`src/rtl/dense_l1_mem_loader_pkg.sv`:
```
// Shared constants and FSM state type for the dense layer-1 weight memory loader.
package dense_mem_pkg;

  localparam int NUM_BANKS = 16;
  localparam int ADDR_W    = 8;
  localparam int DATA_W    = 32;
  localparam int BANK_W    = $clog2(NUM_BANKS);

  typedef enum logic [1:0] {
    IDLE,
    LOAD,
    DONE
  } loader_state_t;

endpackage

```
`src/rtl/dense_l1_mem_loader_if.sv`:
```
// Weight stream (valid/ready) plus the shared BRAM write bus driven by the loader.
interface dense_l1_mem_loader_if;
  import dense_mem_pkg::*;

  logic                 s_valid;
  logic [DATA_W-1:0]    s_data;
  logic                 s_last;
  logic                 s_ready;
  logic [NUM_BANKS-1:0] bram_we;
  logic [ADDR_W-1:0]    bram_addr;
  logic [DATA_W-1:0]    bram_din;

  modport master (
    output s_valid, s_data, s_last,
    input  s_ready, bram_we, bram_addr, bram_din
  );

  modport slave (
    input  s_valid, s_data, s_last,
    output s_ready, bram_we, bram_addr, bram_din
  );

endinterface

```
`src/rtl/dense_l1_mem_loader.sv`:
```
// Scatters a stream of weight words round-robin across NUM_BANKS BRAMs, filling
// num_rows addresses per bank starting at base_addr, with registered write ports.
module dense_l1_mem_loader
  import dense_mem_pkg::*;
(
  input  logic                   clk,
  input  logic                   rst,
  input  logic                   start,
  input  logic [ADDR_W-1:0]      base_addr,
  input  logic [ADDR_W:0]        num_rows,
  dense_l1_mem_loader_if.slave   bus,
  output logic                   busy,
  output logic                   done,
  output logic                   err_len
);

  loader_state_t       state;
  logic [ADDR_W-1:0]   base_q;
  logic [ADDR_W:0]     rows_q;
  logic [BANK_W-1:0]   bank_cnt;
  logic [ADDR_W-1:0]   row_cnt;
  logic                accept;
  logic                last_bank;
  logic                last_row;
  logic                final_word;

  assign accept     = bus.s_valid & bus.s_ready;
  assign last_bank  = (bank_cnt == BANK_W'(NUM_BANKS - 1));
  // rows_q is never zero while in LOAD, so the subtraction cannot underflow here
  assign last_row   = ({1'b0, row_cnt} == (rows_q - 1'b1));
  assign final_word = last_bank & last_row;

  always_ff @(posedge clk) begin
    if (rst) begin
      state         <= IDLE;
      base_q        <= '0;
      rows_q        <= '0;
      bank_cnt      <= '0;
      row_cnt       <= '0;
      bus.s_ready   <= 1'b0;
      bus.bram_we   <= '0;
      bus.bram_addr <= '0;
      bus.bram_din  <= '0;
      busy          <= 1'b0;
      done          <= 1'b0;
      err_len       <= 1'b0;
    end else begin
      bus.bram_we <= '0;
      done        <= 1'b0;
      case (state)
        IDLE: begin
          if (start) begin
            base_q   <= base_addr;
            rows_q   <= num_rows;
            err_len  <= 1'b0;
            bank_cnt <= '0;
            row_cnt  <= '0;
            busy     <= 1'b1;
            if (num_rows == '0) begin
              state <= DONE;
              done  <= 1'b1;
            end else begin
              state       <= LOAD;
              bus.s_ready <= 1'b1;
            end
          end
        end
        LOAD: begin
          if (accept) begin
            bus.bram_we   <= NUM_BANKS'(1) << bank_cnt;
            bus.bram_addr <= base_q + row_cnt;
            bus.bram_din  <= bus.s_data;
            // s_last must coincide exactly with the final word; either mismatch ends the job
            if (final_word || bus.s_last) begin
              state       <= DONE;
              done        <= 1'b1;
              bus.s_ready <= 1'b0;
              if (final_word ^ bus.s_last) begin
                err_len <= 1'b1;
              end
            end else if (last_bank) begin
              bank_cnt <= '0;
              row_cnt  <= row_cnt + 1'b1;
            end else begin
              bank_cnt <= bank_cnt + 1'b1;
            end
          end
        end
        DONE: begin
          state <= IDLE;
          busy  <= 1'b0;
        end
        default: begin
          state <= IDLE;
        end
      endcase
    end
  end

endmodule

```
`src/flat_wrapper.sv`:
```
// flat-port wrapper written by rule: the top's interface ports become plain ports
module dense_l1_mem_loader_flat import dense_mem_pkg::*;
  (clk, rst, start, base_addr, num_rows, busy, done, err_len, bus_s_valid, bus_s_data, bus_s_last, bus_s_ready, bus_bram_we, bus_bram_addr, bus_bram_din);
  dense_l1_mem_loader_if bus_i ();
  input  logic clk;
  input  logic rst;
  input  logic start;
  input  logic [ADDR_W-1:0] base_addr;
  input  logic [ADDR_W:0] num_rows;
  output logic busy;
  output logic done;
  output logic err_len;
  input wire logic [$bits(bus_i.s_valid)-1:0] bus_s_valid;
  input wire logic [$bits(bus_i.s_data)-1:0] bus_s_data;
  input wire logic [$bits(bus_i.s_last)-1:0] bus_s_last;
  output wire logic [$bits(bus_i.s_ready)-1:0] bus_s_ready;
  output wire logic [$bits(bus_i.bram_we)-1:0] bus_bram_we;
  output wire logic [$bits(bus_i.bram_addr)-1:0] bus_bram_addr;
  output wire logic [$bits(bus_i.bram_din)-1:0] bus_bram_din;
  assign bus_i.s_valid = bus_s_valid;
  assign bus_i.s_data = bus_s_data;
  assign bus_i.s_last = bus_s_last;
  assign bus_s_ready = bus_i.s_ready;
  assign bus_bram_we = bus_i.bram_we;
  assign bus_bram_addr = bus_i.bram_addr;
  assign bus_bram_din = bus_i.bram_din;
  dense_l1_mem_loader u_core (.clk(clk), .rst(rst), .start(start), .base_addr(base_addr), .num_rows(num_rows), .bus(bus_i), .busy(busy), .done(done), .err_len(err_len));
endmodule
```
`config.mk`:
```
export PLATFORM = sky130hd
export DESIGN_NAME = dense_l1_mem_loader_flat
export DESIGN_NICKNAME = d
export VERILOG_FILES = /design/src/rtl/dense_l1_mem_loader_pkg.sv /design/src/rtl/dense_l1_mem_loader_if.sv /design/src/rtl/dense_l1_mem_loader.sv /design/src/flat_wrapper.sv
export SDC_FILE = /design/constraint.sdc
export NUM_CORES = 1
export LEC_CHECK = 0
export ABC_AREA = 0
export CAP_MARGIN = 40
export CORE_MARGIN = 4
export CORE_UTILIZATION = 42
export DETAILED_ROUTE_END_ITERATION = 10
export PLACE_DENSITY = 0.75
export SLEW_MARGIN = 5
export SYNTH_ARGS = -nofsm -noshare
export SYNTH_HDL_FRONTEND = slang
export SYNTH_SLANG_ARGS = --single-unit
```
`constraint.sdc`:
```
create_clock -name clk -period 2.8 [get_ports clk]
set_input_delay 0.28 -clock clk [delete_from_list [all_inputs] [get_ports clk]]
set_output_delay 0.28 -clock clk [all_outputs]
set_load 0.01 [all_outputs]
```
After elaboration in Yosys (flattened, before gate mapping) --
Cells that the tools add are included.
Operators by class: add/subtract/negate cells 4, equality and inequality tests 11, shifts and indexed selects 1, multiplexer cells 32, bitwise logic cells 5, reduce and logical (&&, ||, !) cells 14
Operator list (count):
- 8-bit 2-to-1 mux | 4
- 4-bit 2-to-1 mux | 4
- 8-bit one-hot mux with 2 select lines | 1
- 1-bit by 4-bit << shifter with 16-bit output (first input constant) | 1
- 5-bit AND reduction | 3
- 1-bit 2-to-1 mux | 13
- 8-bit by 9-bit equality test with 1-bit output | 1
- 9-bit zero test | 1
- 9-bit by 1-bit subtractor with 9-bit output (second input constant) | 1
- 8-bit by 1-bit adder with 8-bit output (second input constant) | 1
- 8-bit adder | 1
- 2-bit 2-to-1 mux | 4
- 2-bit by 1-bit != test with 1-bit output (second input constant) | 4
- 1-bit one-hot mux with 2 select lines | 4
- 4-bit one-hot mux with 2 select lines | 1
- 2-bit != test (second input constant) | 3
- 2-bit AND reduction | 3
- 4-bit by 1-bit adder with 4-bit output (second input constant) | 1
- 4-bit equality test (second input constant) | 1
- 2-bit one-hot mux with 2 select lines | 1
- 4-bit AND reduction | 1
- 2-bit nonzero test | 2
- 3-bit AND reduction | 1
- 3-bit OR reduction | 1
- other kinds (7) | 9
Word-level totals: register bits after elaboration 91, bits of input ports 54, output and inout port bits 60, logic and storage cells 79

Logic depth before layout (Yosys ltp) --
Gate-level depths: netlist of the first run.
depth in word-level cells 8, depth in mapped cells 14, mapped depth without buffers 13

Worst setup path before layout of the first run --
OpenSTA, ideal clock, no wires.
path kind register to register, from register u_core.rows_q[0], to register u_core.row_cnt[7], library setup time 0.120 ns, arrival 2.628 ns, data required time 2.680 ns, setup slack 0.052 ns, cell stages (with the launch flop) 15, path buffers 1, clock period less this slack 2.748 ns, cell sequence dfxtp_1 -> inv_1 -> ha_1 -> clkbuf_1 -> xnor2_1 -> and3_1 -> o21ai_0 -> o2bb2ai_1 -> o2111ai_1 -> ha_1 -> nand4_2 -> a221oi_4 -> nand4_1 -> xor2_1 -> nor2_1
Between the ends: cells in the longest elaborated chain, start to end 6
Ends and longest elaborated chain:
- start: declaration | RTL line dense_l1_mem_loader.sv:19 | logic [ADDR_W:0] rows_q;
- start signal: assignment | RTL line dense_l1_mem_loader.sv:54 | rows_q <= num_rows;
- 9-bit by 1-bit subtractor with 9-bit output | RTL line dense_l1_mem_loader.sv:30 | assign last_row = ({1'b0, row_cnt} == (rows_q - 1'b1));
- 8-bit by 9-bit equality test with 1-bit output | RTL line dense_l1_mem_loader.sv:30
- 1-bit bitwise AND | RTL line dense_l1_mem_loader.sv:31 | assign final_word = last_bank & last_row;
- 1-bit logical OR | RTL line dense_l1_mem_loader.sv:74 | if (final_word || bus.s_last) begin
- 2-bit != test (no line)
- 5-bit AND reduction (no line)
- end signal: assignment | RTL line dense_l1_mem_loader.sv:83 | row_cnt <= row_cnt + 1'b1;
- end: declaration | RTL line dense_l1_mem_loader.sv:21 | logic [ADDR_W-1:0] row_cnt;
Every way passes these cells. A chain may end at the register's enable or synchronous reset.

Worst setup path after layout of the first run --
from register u_core.rows_q[4], to register u_core.row_cnt[3]
The elaborated chain is that of the path after synthesis.

==> flow_metrics.env, run 1 <==
export IMPL_outcome="finished, final reports clean"
export IMPL_synthFlopType="dfxtp_1"
export IMPL_yosys_warnings=0
export IMPL_tns_ps=0
export IMPL_worstReg2RegEnd="u_core.row_cnt[3]"
export IMPL_final_cells=699
export IMPL_ios=114
export IMPL_port_buffers=113
export IMPL_synth_nets=542
export IMPL_drcViolationCount=0
export IMPL_cts_max_path_buffers=2
export IMPL_syn_avg_cell_area_um2=8.26
export IMPL_gr_total_overflow=0
export IMPL_grt_pass1_wl_mm=15.6
export IMPL_grt_max_degree=52
export IMPL_grt_use_total=0.172
export IMPL_critPathLaunchType="register"
export IMPL_dpl_worst_slack_ps=-69.9
export IMPL_cap_violations=0
export IMPL_critPathTopFamily="simple AND/OR/NAND/NOR gates"
export IMPL_r2r_start="u_core.rows_q[4]"
export IMPL_die_w_um=104
export IMPL_htree_num_levels=3
export IMPL_synthesis_area_mm2=0.00389
export IMPL_initial_core_util=0.440
export IMPL_synth_edf_count=0
export IMPL_dr_pass1_iters=4
export IMPL_ctsHoldBuffers=0
export IMPL_cp_slowest_cell="or4_4"
export IMPL_timing_hold_ws_ps=320
export IMPL_p_total_mw=2.50
export IMPL_wire_per_inst_um=13.7
export IMPL_nets=657
export IMPL_hold_path_class="in -> reg"
export IMPL_worstRegToRegCells=11
export IMPL_layout_commonest_cell="nand2_1"
export IMPL_syn_to_final_growth_pct=38.2
export IMPL_worstPathCellList="or4_4 -> nor4_4 -> xnor2_1 -> nor3b_2 -> o2111ai_2 -> ha_2 -> nand4_4 -> a221oi_4 -> nand4_1 -> xor2_1 -> nor2_1"
export IMPL_finalWirelength_mm=9.55
export IMPL_crit_required_ps=3040
export IMPL_fin_crit_sh=0.996
export IMPL_async_flop_share=0
export IMPL_final_cell_mix="nand2_1, clkdlybuf4s50_1, dfxtp_1, a21oi_1, nor2_1"
export IMPL_rsz0062_at_grt="true"
export IMPL_drive_above_1_share=0.0829
export IMPL_cts_sinks=91
export IMPL_arrival_ps=3020
export IMPL_crit_buf_inv=0
export IMPL_vdd_drop_max_v=0.000239
export IMPL_insertion_delay_ps=340
export IMPL_reg2reg_slack_ps=10
export IMPL_rows=34
export IMPL_finClkSkew_ps=11.3
export IMPL_critPathLaunch="u_core.rows_q[4]"
export IMPL_finalHoldViolations=0
export IMPL_power_leakage_nw=1.96
export IMPL_max_freq_mhz=359
export IMPL_hpwl_mm=7.23
export IMPL_root_buffer="clkbuf_8"
export IMPL_diodes=0
export IMPL_cts_buffers=9
export IMPL_slowest_delay_ps=570
export IMPL_layout_setup_ws_ps=12.0
export IMPL_cts_tree="yes"
export IMPL_routabilityCongestion=0.830
export IMPL_avgViaCountPerCell=4.99
export IMPL_setup_viol=0
export IMPL_path_clk_slew_ps=90
export IMPL_dieArea_mm2=0.0109
export IMPL_cp_num_cells=11
export IMPL_synthCells=471
export IMPL_critical_path_class="reg -> reg"
export IMPL_vias=3489
export IMPL_worstSetupEndpointType="register"
export IMPL_yosysTopAreaCell="dfxtp_1"
export IMPL_placed_cells=682
export IMPL_dieHeight_um=104
export IMPL_tightestPinTransition_ps=722
export IMPL_slew_headroom=0.518
export IMPL_synth_top_area_share=0.468
export IMPL_synth_seq_cells=91
export IMPL_p_per_area_mw_per_mm2=464
export IMPL_slew_viol_final=0
export IMPL_final_antenna_net_count=0
export IMPL_synth_distinct_cells=50
export IMPL_antenna_found_initial=0
export IMPL_coreArea_mm2=0.00885
export IMPL_fillCellCount=798
export IMPL_yosys_top_cells_area="dfxtp_1, nand2_1, a21oi_1"
export IMPL_cp_max_fo=7
export IMPL_final_min_clock_period_ps=2790
export IMPL_drtIter0Drc=177
export IMPL_crit_path_end="u_core.row_cnt[3]"
export IMPL_seq_area_frac_synth=0.468
export IMPL_grt_pass1_vias=3373
-- metrics by stage --
| step | utilization | area [um2] |
|---|---|---|
| final | 0.608 | 5380 |
| after global routing | 0.608 | 5380 |
| after CTS | 0.604 | 5340 |
| after detailed placement | 0.583 | 5150 |
| after global placement | 0.583 | 5150 |
| after floorplan | - | 3890 |
-- repair_timing --
item / in CTS / in global routing
resized for setup: 0 / 9
endpoints found under the setup margin: 7 / 16
cloned: 0 / 0
buffers inserted: 1 / 0
pin swaps: 2 / 9
-- kinds of logic after synthesis --
group                      synth area share
muxes                               0.00257
xor gates and xnor gates             0.0495
adders and majority gates            0.0566
DFF                                   0.468
and+or+nand+nor                       0.243
buffers and inverters                0.0421
AOI/OAI and AO/OA                     0.138
-- area by class of cell --
cell class / count / area [um2] / area share
clock buffer: 11 / 141 / 0.0263
timing repair buffer: 129 / 1250 / 0.232
multi-input combinational: 341 / 1940 / 0.360
sequential: 91 / 1820 / 0.339
tap: 108 / 135 / 0.0251
clock inverter: 5 / 37.5 / 0.00698
inverter: 14 / 52.6 / 0.00977
-- metal layers --
layer	wire, um	global-route usage	up-vias
met5	0	0	-
met1	3980	0.196	1599
met4	93	0.0494	0
li1	-	-	1804
met3	447	0.0416	8
met2	5020	0.318	78
-- synthesized netlist by cell type, types with 2 or more instances --
cell type  count
xor2_1        10
o211ai_1       3
a31oi_1        3
buf_4          2
o21a_1         3
buf_2          7
nand2_1      125
a21o_1         2
and2_1         3
nand3b_1       2
o31ai_1        2
inv_1         14
a21oi_1       65
nor3_1        12
nor2b_1        2
nand2b_1       4
nor2_2         2
ha_1          16
o21ai_0        7
and3_1         7
nand4_1        5
buf_1          3
nor2_1        28
nand3_1        5
dfxtp_1       91
clkbuf_1      12
a211oi_1       2
xnor2_1       12
-- flip-flops by register name (all words and copies together), names as in the netlist --
signal / flops
u_core.bank_cnt: 4
u_core.base_q: 8
u_core.bus.bram_addr: 8
u_core.bus.bram_din: 32
u_core.bus.bram_we: 16
u_core.bus.s_ready: 1
u_core.busy: 1
u_core.done: 1
u_core.err_len: 1
u_core.row_cnt: 8
u_core.rows_q: 9
u_core.state: 2
-- report_power, final --
part           switching (mW)  internal, mW
combinational           0.167         0.181
clock                   0.441         0.350
sequential             0.0305          1.33
total                   0.639          1.86
-- how the worst min path moves through the flow --
stage                            startpoint                       to  depth (start not counted)
floorplan                      base_addr[0]         u_core.base_q[0]                          2
global placement    u_core.bus.bram_addr[2]  u_core.bus.bram_addr[2]                          2
detailed placement  u_core.bus.bram_din[30]  u_core.bus.bram_din[30]                          2
CTS                                     rst   u_core.bus.bram_din[5]                          2
global route                            rst   u_core.bus.bram_din[0]                          2
finish                                  rst  u_core.bus.bram_din[11]                          2
Power figures use the tool's default switching activity.
==> run 2, diff against run 1 <==
- ABC_AREA: 0 -> unset
==> results of run 2 <==
Same layout as run 1: the final DEF is identical, and so are final timing and power.
==> run 3, diff against run 2 <==
- REMOVE_ABC_BUFFERS: unset -> 1
==> run 3 against run 2 <==
Critical path depth up 1. Power rose by 2.9%. Combinational power barely moved. Cell count up 0.43%. Non-clock buffer count rose by 3. Worst hold slack gained 26 ps. Count of clock-buffer cells in the layout decreased by 1. First-iteration DRC count rose by 16%. Via count down 0.95%. Sequential power is essentially flat. Final area grew 0.72%. Largest power group unchanged.
==> flow_metrics.env, run 3 (synthesis results as in run 1) <==
export IMPL_outcome="finished, final reports clean"
export IMPL_layout_commonest_cell="nand2_1"
export IMPL_top_register="u_core.bus.bram_din"
export IMPL_tns_ps=0
export IMPL_rows=34
export IMPL_vias=3456
export IMPL_worstRegToRegCells=12
export IMPL_use_met1=0.212
export IMPL_insertion_delay_ps=350
export IMPL_tightestPinTransition_ps=723
export IMPL_coreArea_mm2=0.00885
export IMPL_final_cell_mix="nand2_1, clkdlybuf4s50_1, dfxtp_1, a21oi_1, nor2_1"
export IMPL_timing_hold_ws_ps=346
export IMPL_avgViaCountPerCell=4.92
export IMPL_diodes=0
export IMPL_vdd_drop_max_v=0.000212
export IMPL_cap_violations=0
export IMPL_slew_headroom=0.518
export IMPL_root_buffer="clkbuf_8"
export IMPL_cts_buffers=9
export IMPL_setup_viol=0
export IMPL_die_w_um=104
export IMPL_crit_required_ps=3040
export IMPL_finClkSkew_ps=12.3
export IMPL_slowest_delay_ps=570
export IMPL_grt_use_total=0.174
export IMPL_finish_instance_area_mm2=0.00542
export IMPL_hold_path_class="in -> reg"
export IMPL_multiInputGateArea_mm2=0.00194
export IMPL_initial_core_util=0.440
export IMPL_grt_util_met2=0.305
export IMPL_use_met3=0.0422
export IMPL_dr_pass1_iters=6
export IMPL_cts_tree="yes"
export IMPL_layout_setup_ws_ps=54.0
export IMPL_wire_per_inst_um=13.5
export IMPL_drcViolationCount=0
export IMPL_seq_area_mm2=0.00183
export IMPL_nets=660
export IMPL_grt_pass1_wl_mm=15.8
export IMPL_ctsHoldBuffers=0
export IMPL_dpl_worst_slack_ps=-47.3
export IMPL_routabilityCongestion=0.843
export IMPL_power_leakage_nw=1.99
export IMPL_final_cells=702
export IMPL_dieHeight_um=104
export IMPL_cts_sinks=91
export IMPL_finalWirelength_mm=9.46
export IMPL_fin_util=0.612
export IMPL_critPathLaunchType="register"
export IMPL_htree_num_levels=3
export IMPL_min_path_cells=2
export IMPL_placed_area_mm2=0.00517
export IMPL_grt_max_degree=27
export IMPL_critPathTopFamily="simple AND/OR/NAND/NOR gates"
export IMPL_cp_slowest_cell="or4_4"
export IMPL_worstPathCellList="or4_4 -> nor4_4 -> xnor2_1 -> nor3b_2 -> o2111ai_2 -> ha_2 -> nand4_4 -> a221oi_4 -> buf_6 -> nand4_1 -> xor2_1 -> nor2_1"
export IMPL_reg_top3="u_core.bus.bram_din: 32 flops, u_core.bus.bram_we: 16 flops, u_core.rows_q: 9 flops"
export IMPL_syn_to_final_growth_pct=39.2
export IMPL_p_per_area_mw_per_mm2=474
export IMPL_ios=114
export IMPL_port_buffers=113
export IMPL_worstSetupEndpointType="register"
export IMPL_crit_buf_inv=1
export IMPL_grt_busiest_layer="met2"
export IMPL_critical_path_class="reg -> reg"
export IMPL_drtIter0Drc=206
export IMPL_slew_viol_final=0
export IMPL_final_min_clock_period_ps=2750
export IMPL_grt_pass1_vias=3363
export IMPL_rsz0062_at_grt="true"
export IMPL_dieArea_mm2=0.0109
export IMPL_fin_crit_sh=0.981
export IMPL_largest_reg_flops=32
export IMPL_gr_total_overflow=0
export IMPL_drive_above_1_share=0.0909
export IMPL_hpwl_mm=7.17
export IMPL_arrival_ps=2990
export IMPL_path_clk_slew_ps=100
export IMPL_fillCellCount=777
export IMPL_final_antenna_net_count=0
export IMPL_p_total_mw=2.57
export IMPL_finalHoldViolations=0
export IMPL_cts_max_path_buffers=2
export IMPL_max_freq_mhz=364
export IMPL_antenna_found_initial=0
export IMPL_cp_max_fo=7
export IMPL_cp_num_cells=12
export IMPL_placed_cells=684
## run 3: cell count changes in the layout (fill, tap and decap cells not counted), moves of 2 or more
cell / before / now
dfxtp_1: 90 / 88
dfxtp_2: 1 / 3
inv_8: 0 / 2
buf_4: 15 / 18
## run 3: path summary, 6_finish.rpt
check | end | slack, ps | from
worst max-delay path | u_core.row_cnt[3] | 50 | u_core.rows_q[2]
worst min-delay path | u_core.bus.bram_din[21] | 350 | rst
worst min register to register | u_core.bus.bram_din[21] | 460 | u_core.bus.bram_din[21]
worst max register to register | u_core.row_cnt[3] | 50 | u_core.rows_q[2]
## run 3: cell type report
cell class | instances | area share
Multi-Input combinational cell | 341 | 0.358
Sequential cell | 91 | 0.337
Timing Repair Buffer | 132 | 0.235
Clock buffer | 10 | 0.0254
Tap cell | 108 | 0.0249
Clock inverter | 6 | 0.0104
Inverter | 14 | 0.00970
## run 3: where the power goes
group / total, mW / switching, mW / internal [mW]
logic: 0.350 / 0.166 / 0.183
registers: 1.36 / 0.0287 / 1.33
clock network: 0.863 / 0.495 / 0.368
## run 3: metal layers
| metal | vias up | wire length (um) |
|---|---|---|
| met5 | - | 0 |
| met4 | 0 | 119 |
| met3 | 12 | 496 |
| met2 | 88 | 4520 |
| met1 | 1547 | 4330 |
| li1 | 1809 | - |
## run 3: repair_timing
| item | in CTS | in global routing |
|---|---|---|
| pin swaps | 1 | 8 |
| gates resized for setup | 0 | 11 |
| buffers inserted | 1 | 1 |
| endpoints found under the setup margin | 6 | 16 |
